### config.mk
export PLATFORM = sky130hd
export DESIGN_NAME = fetch_stage_flat
export DESIGN_NICKNAME = d
export VERILOG_FILES = /design/src/rtl/fetch_stage_if.sv /design/src/rtl/fetch_stage.sv /design/src/flat_wrapper.sv
export SDC_FILE = /design/constraint.sdc
export NUM_CORES = 1
export LEC_CHECK = 0
export ABC_AREA = 1
export CAP_MARGIN = 20
export CORE_AREA = 8 8 167 138
export DETAILED_ROUTE_END_ITERATION = 8
export DIE_AREA = 0 0 175 146
export PLACE_DENSITY = 0.8
export SYNTH_ARGS = -nofsm -noshare
export SYNTH_HDL_FRONTEND = slang
export SYNTH_SLANG_ARGS = --single-unit
### constraint.sdc
create_clock -name clk -period 10.2 [get_ports clk]
set_input_delay 1.02 -clock clk [delete_from_list [all_inputs] [get_ports clk]]
set_output_delay 1.02 -clock clk [all_outputs]
set_load 0.01 [all_outputs]
### src/rtl/fetch_stage_if.sv
// Instruction-memory request port between the fetch stage (master) and imem (slave).
// Handshake: a transfer happens on a rising edge where imem_req && imem_ready; imem_rdata is
// valid in that same cycle, and imem_req/imem_addr stay frozen while imem_req && !imem_ready.
interface fetch_stage_if;
  logic        imem_req;
  logic [31:0] imem_addr;
  logic        imem_ready;
  logic [31:0] imem_rdata;

  modport master (
    output imem_req,
    output imem_addr,
    input  imem_ready,
    input  imem_rdata
  );

  modport slave (
    input  imem_req,
    input  imem_addr,
    output imem_ready,
    output imem_rdata
  );
endinterface

### src/rtl/fetch_stage.sv
// IF stage of the RV32I pipeline: owns the PC, fetches over a req/ready port and feeds
// IF/ID with real instructions or NOP bubbles, handling stalls and EX redirects.
module fetch_stage #(
  parameter logic [31:0] RESET_PC  = 32'h0000_0000,
  parameter logic [31:0] NOP_INSTR = 32'h0000_0013
) (
  input  logic                 clk,
  input  logic                 rst,
  input  logic                 stall_f,
  input  logic                 pc_src_e,
  input  logic [31:0]          pc_target_e,
  fetch_stage_if.master        imem,
  output logic [31:0]          instruction,
  output logic [31:0]          PCF,
  output logic [31:0]          PCPlus4F,
  output logic                 fetch_valid,
  output logic [1:0]           state_dbg
);

  typedef enum logic [1:0] {
    FETCH = 2'd0,
    DRAIN = 2'd1,
    HOLD  = 2'd2
  } state_t;

  state_t      state_q;
  logic [31:0] pc_q;
  logic [31:0] drain_addr_q;
  logic [31:0] hold_buf;
  logic [31:0] hold_pc;
  logic [31:0] pc_plus4;
  logic [31:0] hold_pc_plus4;
  logic [31:0] target_aligned;
  logic        unused_target_bits;

  assign pc_plus4           = pc_q + 32'd4;
  assign hold_pc_plus4      = hold_pc + 32'd4;
  assign target_aligned     = {pc_target_e[31:2], 2'b00};
  assign unused_target_bits = ^pc_target_e[1:0];

  // Request is gated by rst so an in-flight access is abandoned the moment reset asserts.
  assign imem.imem_req  = (state_q != HOLD) && !rst;
  assign imem.imem_addr = (state_q == DRAIN) ? drain_addr_q : pc_q;
  assign state_dbg      = state_q;

  always_ff @(posedge clk or posedge rst) begin
    if (rst) begin
      state_q      <= FETCH;
      pc_q         <= RESET_PC;
      drain_addr_q <= 32'h0;
      hold_buf     <= NOP_INSTR;
      hold_pc      <= 32'h0;
      instruction  <= NOP_INSTR;
      PCF          <= 32'h0;
      PCPlus4F     <= 32'h0;
      fetch_valid  <= 1'b0;
    end else if (pc_src_e) begin
      instruction <= NOP_INSTR;
      fetch_valid <= 1'b0;
      pc_q        <= target_aligned;
      // A pending request cannot be withdrawn, so its address is parked and drained first.
      case (state_q)
        FETCH: begin
          if (!imem.imem_ready) begin
            drain_addr_q <= pc_q;
            state_q      <= DRAIN;
          end
        end
        DRAIN: begin
          if (imem.imem_ready) state_q <= FETCH;
        end
        default: state_q <= FETCH;
      endcase
    end else if (stall_f) begin
      case (state_q)
        FETCH: begin
          if (imem.imem_ready) begin
            hold_buf <= imem.imem_rdata;
            hold_pc  <= pc_q;
            pc_q     <= pc_plus4;
            state_q  <= HOLD;
          end
        end
        DRAIN: begin
          if (imem.imem_ready) state_q <= FETCH;
        end
        default: state_q <= state_q;
      endcase
    end else begin
      case (state_q)
        FETCH: begin
          if (imem.imem_ready) begin
            instruction <= imem.imem_rdata;
            PCF         <= pc_q;
            PCPlus4F    <= pc_plus4;
            fetch_valid <= 1'b1;
            pc_q        <= pc_plus4;
          end else begin
            instruction <= NOP_INSTR;
            fetch_valid <= 1'b0;
          end
        end
        HOLD: begin
          instruction <= hold_buf;
          PCF         <= hold_pc;
          PCPlus4F    <= hold_pc_plus4;
          fetch_valid <= 1'b1;
          state_q     <= FETCH;
        end
        DRAIN: begin
          instruction <= NOP_INSTR;
          fetch_valid <= 1'b0;
          if (imem.imem_ready) state_q <= FETCH;
        end
        default: state_q <= FETCH;
      endcase
    end
  end

endmodule

### src/flat_wrapper.sv
// flat-port wrapper written by rule: the top's interface ports become plain ports
module fetch_stage_flat 
#(
  parameter logic [31:0] RESET_PC  = 32'h0000_0000,
  parameter logic [31:0] NOP_INSTR = 32'h0000_0013
)
  (clk, rst, stall_f, pc_src_e, pc_target_e, instruction, PCF, PCPlus4F, fetch_valid, state_dbg, imem_imem_req, imem_imem_addr, imem_imem_ready, imem_imem_rdata);
  fetch_stage_if imem_i ();
  input  logic clk;
  input  logic rst;
  input  logic stall_f;
  input  logic pc_src_e;
  input  logic [31:0] pc_target_e;
  output logic [31:0] instruction;
  output logic [31:0] PCF;
  output logic [31:0] PCPlus4F;
  output logic fetch_valid;
  output logic [1:0] state_dbg;
  output wire logic [$bits(imem_i.imem_req)-1:0] imem_imem_req;
  output wire logic [$bits(imem_i.imem_addr)-1:0] imem_imem_addr;
  input wire logic [$bits(imem_i.imem_ready)-1:0] imem_imem_ready;
  input wire logic [$bits(imem_i.imem_rdata)-1:0] imem_imem_rdata;
  assign imem_imem_req = imem_i.imem_req;
  assign imem_imem_addr = imem_i.imem_addr;
  assign imem_i.imem_ready = imem_imem_ready;
  assign imem_i.imem_rdata = imem_imem_rdata;
  fetch_stage #(.RESET_PC(RESET_PC), .NOP_INSTR(NOP_INSTR)) u_core (.clk(clk), .rst(rst), .stall_f(stall_f), .pc_src_e(pc_src_e), .pc_target_e(pc_target_e), .imem(imem_i), .instruction(instruction), .PCF(PCF), .PCPlus4F(PCPlus4F), .fetch_valid(fetch_valid), .state_dbg(state_dbg));
endmodule
==> results.yml <==
grt:
  grt_overflow_total: 0
  antenna_found_initial: 2
  grt_pass1_wl_microns: 53600
  grt_max_degree: 147
  grt_usage_pct: 25.9
  first_global_vias: 9607
worst_setup_path:
  end_kind: "output port"
  crit_slowest_cell: "clkdlybuf4s50_1"
  crit_chain: "inv_1 > ha_1 > buf_4 > nand2_1 > o21ai_0 > clkdlybuf4s50_1"
  max_stage_delay_ps: 640
  critical_path_arrival_ps: 2670
  crit_family: "buffers and inverters"
  worstPathRequired_ps: 9180
  path_max_fanout: 52
  cp_num_buf_inv: 3
  rr_startpoint: "u_core.state_dbg[0]"
  r2r_setup_slack_ps: 6570
  path_class: "flop to output port"
  r2r_cells: 11
  startpoint: "u_core.state_dbg[1]"
  reg2reg_to: "u_core.PCPlus4F[6]"
  cp-start-kind: "flop"
job:
  maxCapViolCount: 0
logic_synthesis:
  synth_common_cells: "483 x nand2_1, 211 x dfrtp_1, 142 x o21ai_0, 98 x nor2_1, 71 x inv_1"
  syn_inst: 1357
  synth_cell_types: 38
  yosysSeqAreaShare_pct: 49.7
  synth_edf_count: 0
  synth.top_cell.area_share_pct: 48.2
  synth_flop_cell: "dfrtp_1"
  synthTopCellsByArea: "dfrtp_1 48%, nand2_1 17%, o21ai_0 6.5%, nor2_1 3.4%, inv_1 2.4%"
  avgSynthCellArea_sq_um: 8.07
  synth-async-reset-ratio_pct: 100
  synth_top_area_cell: "dfrtp_1"
  yosysMostFrequentCell: "nand2_1"
  synth_warnings: 0
  ys_ff_latch: 217
  syn_area_sq_um: 11000
routing:
  antenna_left: 0
  drtPass1Iterations: 5
  drt_iter0_drc: 1053
  vias_per_cell: 5.58
  remaining_drc_errors: 0
  wl_per_cell_microns: 18.6
  drt-total-wl_microns: 33500
  num_vias: 10036
timing:
  setup_viol_count_final: 0
  hold_viol: 0
  relSlewSlack_pct: 29.5
  post-route-period-util_pct: 36.2
  max_freq_ghz: 0.271
  skew_ps: 17.9
  setup_slack_ps: 6510
  worst_pin_slew_ps: 1060
  finalMaxSlewViolations: 0
  grt_setup_unrepaired: "no"
  setup_tns_ps: 0
  period_needed_ps: 3690
floorplanning:
  io_pins: 201
  rows: 47
  core_sq_um: 20300
  die_x_microns: 175
  die_h_microns: 146
  start_util_pct: 54.0
  die_area_sq_um: 25600
clocking:
  ctsHoldBuffers: 0
  cts_tree: "built"
  cts_setup_buffers: 0
  cts.sinks: 217
  cts_buffers: 23
  cts_root_buf: "clkbuf_16"
  cts_resized: 0
  clk_path_buf_depth: 3
  h-tree-depth: 1
  clock_latency_ps: 520
  cts.clk_slew.worst_paths_ps: 60
placement:
  gp_congestion: 0.973
  place_area_sq_um: 13000
  hpwl_microns: 24000
  io_buffers: 192
  dp_slack_ps: 6200
min_path:
  worstHoldStart: "u_core.instruction[3]"
  min_path_type: "flop to flop"
  min_to: "u_core.instruction[3]"
  whs_path_depth: 2
power_and_ir_drop:
  total_leakage_power_uw: 0.00603
  ir_worst_vdd_mv: 0.204
  power_density_nw_per_um2: 278
final_layout:
  fillers: 1652
  nets: 1589
  layout-drive-gt1-share_pct: 7.05
  antennaDiodeCount: 0
  syn2layout_area_growth_pct: 25.8
  stdcell_area_sq_um: 13800
status:
  status: "complete, no violations"
[worst register-to-register path, delay by kind of cell, from the launching register on]
kind	cells	cell delay [ps]
compound gates	3	780
simple gates	1	440
flops	1	410
fa+ha+maj	1	160
buf+inv	6	1760
[per-stage QoR]
| stage | hold slack [ps] | std cells | power (uW) | util (%) |
|---|---|---|---|---|
| global route | 503 | 1800 | 4070 | 67.9 |
| detailed placement | 468 | 1758 | 2970 | 64.0 |
| floorplan | 453 | 1362 | 2230 | - |
| CTS | 485 | 1799 | 3830 | 67.8 |
| global placement | 464 | 1758 | 2910 | 64.0 |
| finish | 480 | 1800 | 3830 | 67.9 |
[how the worst max path moves through the flow]
stage / cells after the start / to
final: 6 / imem_imem_addr[31]
after global routing: 11 / u_core.PCPlus4F[5]
after CTS: 6 / imem_imem_addr[31]
after detailed placement: 10 / u_core.state_dbg[1]
after global placement: 10 / u_core.state_dbg[1]
after floorplan: 1 / u_core.PCF[10]
[layout make-up]
cell class | instances | area [sq um] | area share (%)
Sequential cell | 217 | 5440 | 39.5
Multi-Input combinational cell | 993 | 4910 | 35.7
Timing Repair Buffer | 204 | 2030 | 14.7
Clock buffer | 38 | 702 | 5.09
Tap cell | 269 | 337 | 2.44
Inverter | 76 | 293 | 2.12
Clock inverter | 3 | 65.1 | 0.472
[routing by layer]
metal  global-route usage [%]  routed length, microns  vias up
li1                         -                       -     4752
met1                     38.1                   15100     4769
met2                     36.6                   13900      460
met3                     8.20                    3820       51
met4                     5.80                     684        4
met5                        0                      18        -
[cell usage in the layout (no fill, tap or decap), types with 6 or more instances in the layout]
master / n
o21ai_0: 141
mux2_1: 10
o221ai_1: 6
dfstp_2: 6
xor2_1: 17
conb_1: 6
nor3_1: 6
dfrtp_1: 211
a31oi_1: 28
inv_1: 70
nand3_1: 50
xnor2_1: 9
nand2_1: 482
clkbuf_1: 8
clkbuf_8: 7
nor2_4: 10
mux2_2: 22
nor2_1: 97
nand2_2: 7
buf_4: 11
a21oi_1: 10
clkdlybuf4s50_1: 192
clkbuf_16: 23
o211ai_1: 27
nor2_2: 8
a22oi_1: 29
nand3b_1: 9
[logic make-up after synthesis]
| kind of cell | after synthesis | synth area share, % |
|---|---|---|
| AO/OA/AOI/OAI | 247 | 13.1 |
| XOR/XNOR | 27 | 2.23 |
| adder cells (fa/ha/maj) | 5 | 0.571 |
| buffers and inverters | 152 | 5.76 |
| flip-flops | 217 | 49.7 |
| multiplexers | 32 | 3.29 |
| other | 1 | 0.0342 |
| AND/OR/NAND/NOR | 676 | 25.3 |
[sequential cells by signal, indices dropped and copies added, names as in the netlist]
| name | flops |
|---|---|
| u_core.hold_buf | 32 |
| u_core.instruction | 32 |
| u_core.PCF | 30 |
| u_core.PCPlus4F | 30 |
| u_core.drain_addr_q | 30 |
| u_core.hold_pc | 30 |
| u_core.pc_q | 30 |
| u_core.state_dbg | 2 |
| u_core.fetch_valid | 1 |
[where the power goes]
part	internal, uW	switching, uW	leakage (uW)
logic	673	811	0.00296
registers	1210	289	0.00269
clock network	517	338	0.000375
(Power assumes the default switching activity.)
